File: config.mk
export PLATFORM = sky130hd
export DESIGN_NAME = reg_file_wb
export DESIGN_NICKNAME = d
export VERILOG_FILES = /design/src/rtl/reg_file_wb.sv
export SDC_FILE = /design/constraint.sdc
export NUM_CORES = 2
export LEC_CHECK = 0
export BUFFER_PORTS_ARGS = -buffer_cell sky130_fd_sc_hd__buf_2
export CORE_ASPECT_RATIO = 0.7
export CORE_UTILIZATION = 45
export CTS_CLUSTER_SIZE = 14
export DETAILED_ROUTE_END_ITERATION = 8
export SLEW_MARGIN = 20
export SYNTH_ARGS = -nofsm -noshare
export SYNTH_HDL_FRONTEND = slang
export SYNTH_SLANG_ARGS = --single-unit
File: constraint.sdc
create_clock -name clk_i -period 53.6 [get_ports clk_i]
set_input_delay 5.36 -clock clk_i [delete_from_list [all_inputs] [get_ports clk_i]]
set_output_delay 5.36 -clock clk_i [all_outputs]
set_load 0.005 [all_outputs]
File: src/rtl/reg_file_wb.sv
// reg_file_wb: RV32I architectural register file at the write-back end of the pipeline.
// Latency: reads are combinational, with write-first bypass of the W-stage write; writes land in storage one cycle later.
// Backpressure: none, so the block never stalls. It also holds a0 for display and a retired-instruction counter.
module reg_file_wb #(
  parameter int WIDTH      = 32,
  parameter int ADDR_WIDTH = 5,
  parameter int CNT_WIDTH  = 64
) (
  input  logic                  clk_i,
  input  logic                  rst_i,
  input  logic [ADDR_WIDTH-1:0] rd_addr1_d_i,
  input  logic [ADDR_WIDTH-1:0] rd_addr2_d_i,
  output logic [WIDTH-1:0]      rd_data1_d_o,
  output logic [WIDTH-1:0]      rd_data2_d_o,
  input  logic                  reg_wr_en_w_i,
  input  logic [ADDR_WIDTH-1:0] wr_addr_w_i,
  input  logic [WIDTH-1:0]      wr_data_w_i,
  input  logic                  retire_valid_w_i,
  output logic [WIDTH-1:0]      a0_o,
  output logic [CNT_WIDTH-1:0]  instret_o
);

  localparam int NREGS  = 2 ** ADDR_WIDTH;
  localparam int A0_IDX = 10;

  // Entry 0 exists but is never written, so it stays at zero from reset onward.
  logic [WIDTH-1:0]     regs [NREGS];
  logic [CNT_WIDTH-1:0] instret_q;

  // A write to x0 is dropped here, so storage needs no special handling for x0.
  logic wr_fire;
  assign wr_fire = reg_wr_en_w_i && (wr_addr_w_i != '0);

  // Storage update: reset clears every entry immediately, with no clock required.
  always_ff @(posedge clk_i or posedge rst_i) begin
    if (rst_i) begin
      for (int i = 0; i < NREGS; i++) begin
        regs[i] <= '0;
      end
    end else if (wr_fire) begin
      regs[wr_addr_w_i] <= wr_data_w_i;
    end
  end

  // Retired-instruction count. Only the W valid bit qualifies it, so stores and branches count too.
  always_ff @(posedge clk_i or posedge rst_i) begin
    if (rst_i) begin
      instret_q <= '0;
    end else if (retire_valid_w_i) begin
      instret_q <= instret_q + CNT_WIDTH'(1);
    end
  end

  // Read port 1 is write-first. Bypass is blocked during reset so that reads return the cleared storage.
  always_comb begin
    rd_data1_d_o = '0;
    if (rd_addr1_d_i != '0) begin
      if (!rst_i && wr_fire && (wr_addr_w_i == rd_addr1_d_i)) begin
        rd_data1_d_o = wr_data_w_i;
      end else begin
        rd_data1_d_o = regs[rd_addr1_d_i];
      end
    end
  end

  // Read port 2 follows the same rules as port 1, independently of it.
  always_comb begin
    rd_data2_d_o = '0;
    if (rd_addr2_d_i != '0) begin
      if (!rst_i && wr_fire && (wr_addr_w_i == rd_addr2_d_i)) begin
        rd_data2_d_o = wr_data_w_i;
      end else begin
        rd_data2_d_o = regs[rd_addr2_d_i];
      end
    end
  end

  // a0 shows the stored value only, so the display changes on the edge after a write to x10.
  assign a0_o      = regs[A0_IDX];
  assign instret_o = instret_q;

endmodule

**Yosys cells after proc, flatten, opt, wreduce, memory -nomap -nowiden**

Cells that the tools add are included.

- Register bits after elaboration: 1088
- Bits in latches: 0
- Bits in writable memories: 0
- ROM bits: 0
- Input port bits: 51
- Output and inout bits: 160
- Word-level logic and storage cells: 65
- Memories kept: 0

- $add $sub $neg: 1
- Multipliers: 0
- Div/mod/pow operators: 0
- $lt $le $gt $ge: 4
- Equal/unequal tests: 2
- Shift operators: 0
- Mux-type cells: 13
- Bitwise gates (word level): 3
- Reductions and logical operators: 9

Operators by type and width:

| kind | count |
|---|---|
| bitwise mux 1024 bit | 1 |
| binary-select mux 32 bit (select 5 bit) | 2 |
| 2-to-1 mux 32 bit | 9 |
| demux 32 bit (select 5 bit) | 1 |
| adder 64 x 1 -> 64 bit (second input constant) | 1 |
| greater-or-equal comparator 6 bit (second input constant) | 3 |
| inverter 5 -> 6 bit | 3 |
| nonzero test 5 bit | 3 |
| == test 5 bit | 2 |
| < comparator 6 x 1 -> 1 bit (second input constant) | 1 |
| logical AND 1 bit | 5 |
| zero test 1 bit | 1 |

**Depth between registers and ports, before layout**

- Depth in word-level cells: 6
- Depth in mapped cells: 10
- Depth with buffers taken out: 6

**Worst setup path before layout**

No wires, ideal clock.

- Kind: input to output
- Start: input port rd_addr1_d_i[4]
- End: output port rd_data1_d_o[13]
- Arrival time: 6.912 ns
- Required time: 48.240 ns
- Setup slack: 41.328 ns
- Stages: 9
- Buffers on the path: 4
- Path through: buf_2 -> buf_6 -> buf_8 -> buf_6 -> mux4_2 -> nand2_1 -> a31oi_1 -> a211oi_1 -> nor3_1

- Longest elaborated chain between the ends: 6
- Elaborated cells between the ends (all ways): 9
- Those cells by class: 1 x eq/ne; 5 x mux; 1 x bitwise; 2 x reduce/logical

RTL lines:

| item | line | text |
|---|---|---|
| start, declared | 11 | `input logic [ADDR_WIDTH-1:0] rd_addr1_d_i,` |
| inverter 5 -> 6 bit (implied by the code) | 61 | `rd_data1_d_o = regs[rd_addr1_d_i];` |
| binary-select mux 32 bit (select 5 bit) | 61 |  |
| 2-to-1 mux 32 bit (implied by the code) (2 in series) | 61 |  |
| 2-to-1 mux 32 bit | 58 | `if (!rst_i && wr_fire && (wr_addr_w_i == rd_addr1_d_i)) begin` |
| 2-to-1 mux 32 bit * | 57 | `if (rd_addr1_d_i != '0) begin` |
| end, declared | 13 | `output logic [WIDTH-1:0] rd_data1_d_o,` |

Mark *: on every way between the ends. The rest lies on a longest branch, timed or not. The select of a mux whose other input is x is not followed.

**Worst setup path in the final report**

- Start: input port rd_addr2_d_i[0]
- End: output port rd_data2_d_o[15]

- Longest elaborated chain between the ends: 6
- Elaborated cells between the ends (all ways): 9
- Those cells by class: 1 x eq/ne; 5 x mux; 1 x bitwise; 2 x reduce/logical

RTL lines:

| item | line | text |
|---|---|---|
| start, declared | 12 | `input logic [ADDR_WIDTH-1:0] rd_addr2_d_i,` |
| inverter 5 -> 6 bit (implied by the code) | 73 | `rd_data2_d_o = regs[rd_addr2_d_i];` |
| binary-select mux 32 bit (select 5 bit) | 73 |  |
| 2-to-1 mux 32 bit (implied by the code) (2 in series) | 73 |  |
| 2-to-1 mux 32 bit | 70 | `if (!rst_i && wr_fire && (wr_addr_w_i == rd_addr2_d_i)) begin` |
| 2-to-1 mux 32 bit * | 69 | `if (rd_addr2_d_i != '0) begin` |
| end, declared | 14 | `output logic [WIDTH-1:0] rd_data2_d_o,` |

Marks and branches as above.

==> impl_metrics.py <==
metrics = {
    "clock_tree": {
        "cts_buffers": 113,
        "clk_pin_slew_ns": 0.06,
        "cts_buffer_depth": 3,
        "clockRootBuffer": "clkbuf_16",
        "postCtsHoldBufs": 0,
        "cts_setup_buffers": 0,
        "htree_levels": 3,
        "cts.sinks": 1088,
        "cts_resized": 0,
        "worstSkewPairLatency_ns": 0.73,
        "cts_tree": "yes",
    },
    "worst_setup_path": {
        "r2r-end": "instret_o[60]",
        "worstPathArrival_ns": 10.68,
        "worstSetupPathType": "input pin to output port",
        "required_ns": 48.24,
        "crit_path_end_kind": "output port",
        "reg2reg_from": "instret_o[5]",
        "cp-start-kind": "input pin",
        "crit_fanout": 75,
        "ff2ff_path_depth": 5,
        "r2r_setup_slack_ns": 51.20,
    },
    "synthesis": {
        "synth_cell_types": 58,
        "syn_area_um2": 58360,
        "synth_ff_type": "dfrtp_1",
        "synth_nets": 4294,
        "synth_edf_count": 0,
        "synth.yosys.warnings": 0,
        "seq_area_frac_synth_pct": 46.65,
        "syn_avg_cell_area_um2": 13.76,
        "synth_cells": 4242,
        "ys_async_sr_fraction_pct": 100.0,
        "ys_seq_elements": 1088,
        "yosys.area.top_type_share_pct": 46.65,
        "yosys-top-cells-area": "dfrtp_1 (47%), mux2_2 (20%), mux4_2 (15%), mux2i_1 (3.4%), nor2_1 (1.5%)",
        "yosysTopAreaCell": "dfrtp_1",
    },
    "run": {
        "drv_cap": 0,
    },
    "final_layout": {
        "area_delta_synth_final_pct": 9.999,
        "final_util_pct": 49.94,
        "layout_commonest_cell": "dfrtp_1",
        "num-nets-final": 4235,
        "drive_gt1_share_pct": 46.88,
        "instances_no_fill": 6025,
        "final_cell_mix": "dfrtp_1 (1088), mux2_2 (1062), mux4_2 (384)",
    },
    "placed_design": {
        "dp_hpwl_um": 117300,
        "dp_cells": 5803,
        "gp_routability_congestion": 0.8397,
        "dp_slack_ns": 37.64,
        "numPortBuffers": 210,
    },
    "route": {
        "dr.pass1.iters": 6,
        "routed_wl_um": 197900,
        "drc": 0,
        "drtAntennaViolNets": 0,
        "wl_per_cell_um": 32.84,
        "vias": 39526,
        "viasPerCell": 6.560,
        "drtIter0Drc": 4379,
    },
    "floorplanning": {
        "initial_utilization_pct": 45.40,
        "die_x_um": 432.4,
        "num_rows": 110,
        "dieArea_um2": 131200,
        "die_y_um": 303.3,
        "io_pins": 211,
        "fp.coreArea_um2": 128500,
    },
    "pwr": {
        "ir_worst_vdd_mv": 0.02580,
        "power-per-cell-area_nw_per_um2": 37.30,
        "clkPwrFrac_pct": 34.8,
        "p_comb_share_pct": 19.7,
        "seqPwrFrac_pct": 45.5,
        "p_sw_share_pct": 28.09,
        "internal_power_uw": 1722,
        "p_switching_uw": 672.5,
        "p_leak_uw": 0.02822,
    },
    "grt": {
        "grt_start_max_net_pins": 167,
        "grt_pass1_vias": 38317,
        "grt_pass1_wl_um": 286600,
        "antenna_found_initial": 11,
        "grt-ovfl-total": 0,
        "gr-usage-all-layers_pct": 30.18,
    },
    "timing": {
        "period_minus_slack_ns": 16.04,
        "finalSetupViolations": 0,
        "period_share_pct": 29.92,
        "finalClockSkew_ns": 0.01023,
        "worstMarginPinSlew_ns": 1.128,
        "layout_setup_ws_ns": 37.56,
        "hold_viol": 0,
        "max_clock_freq_ghz": 0.06235,
        "rsz0062_at_grt": "false",
        "fin_setup_tns_ns": 0,
        "drv_slew": 0,
        "relSlewSlack_pct": 24.59,
    },
    "min_path": {
        "min_from": "regs[994]",
        "holdPathEnd": "regs[994]",
        "min_path_cells": 0,
        "min_path_type": "flop to flop",
    },
    "outcome": {
        "status": "completed",
    },
}
-- state kept, by name, indices dropped and copies added, names as in the netlist --
signal and cells:
regs 992, instret_o 64, a0_o 32
-- routing by layer --
metal	part of all wire [%]	up-vias	global-route usage (%)
li1	-	15933	-
met1	44	21241	44.64
met2	44	1973	43.54
met3	8.6	377	6.768
met4	3.7	2	10.66
met5	0.073	-	0.7484
-- critical path, cell delays in order --
cell,delay [ns]
buf_8,0.52
buf_4,0.72
buf_4,0.94
buf_4,0.82
mux4_2,0.59
o22ai_1,0.20
nor3_1,0.08
nor3_1,0.80
nor3_1,0.24
buf_2,0.21
-- power by group through the flow --
stage | clock network (uW) | logic (uW) | registers, uW
after global placement | 0 | 458 | 1090
after detailed placement | 0 | 468 | 1100
after global routing | 875 | 502 | 1110
final | 833 | 471 | 1090
after floorplan | 0 | 369 | 1060
after CTS | 840 | 469 | 1080
-- layout make-up --
class	instances	area [um^2]
diodes	10	25.02
clock buffers	163	3329
clock inverters	48	549.3
fillers	11059	64350
inverters	17	71.32
multi-input cells	2652	28900
flip-flops and latches	1088	27230
well taps	1736	2172
repair buffers	311	1923
-- synth_stat cells (42+ instances only) --
cell type / n
a211oi_1: 48
a221o_1: 61
a31oi_1: 47
buf_1: 57
buf_2: 150
buf_4: 72
clkbuf_1: 192
dfrtp_1: 1088
mux2_2: 1062
mux2i_1: 201
mux4_2: 384
nand2_1: 80
nand2b_1: 42
nor2_1: 231
nor3_1: 170
o22ai_1: 84
-- kinds of logic (layout without fill, tap and decap cells) --
| kind of cell | count (synthesis) | after routing | share of synthesized area, % |
|---|---|---|---|
| adders and majority gates | 1 | 1 | 0.02144 |
| and+or+nand+nor | 618 | 618 | 5.201 |
| xor gates and xnor gates | 73 | 73 | 1.096 |
| muxes | 1647 | 1647 | 38.76 |
| AOI/OAI and AO/OA | 313 | 313 | 4.114 |
| DFF | 1088 | 1088 | 46.65 |
| buffers and inverters | 502 | 539 | 4.161 |
| other | 0 | 10 | 0 |
-- through the flow --
step                power [uW]  hold slack [ns]  area [um^2]
floorplan                 1428           0.4420        58360
global placement          1550           0.3856        60240
detailed placement        1565           0.3880        60270
CTS                       2393           0.4025        64150
global route              2485           0.4150        64190
finish                    2394           0.4020        64200
-- worst max-delay path by stage --
stage | slack, ns | start | cells past startpoint | to
floorplan | 17.61 | rst_i | 1 | a0_o[0]
global placement | 37.67 | rd_addr2_d_i[0] | 10 | rd_data2_d_o[15]
detailed placement | 37.64 | rd_addr2_d_i[0] | 10 | rd_data2_d_o[15]
CTS | 37.65 | rd_addr2_d_i[0] | 10 | rd_data2_d_o[15]
global route | 37.34 | rd_addr2_d_i[0] | 10 | rd_data2_d_o[15]
finish | 37.56 | rd_addr2_d_i[0] | 10 | rd_data2_d_o[15]
Power figures use the tool's default switching activity.
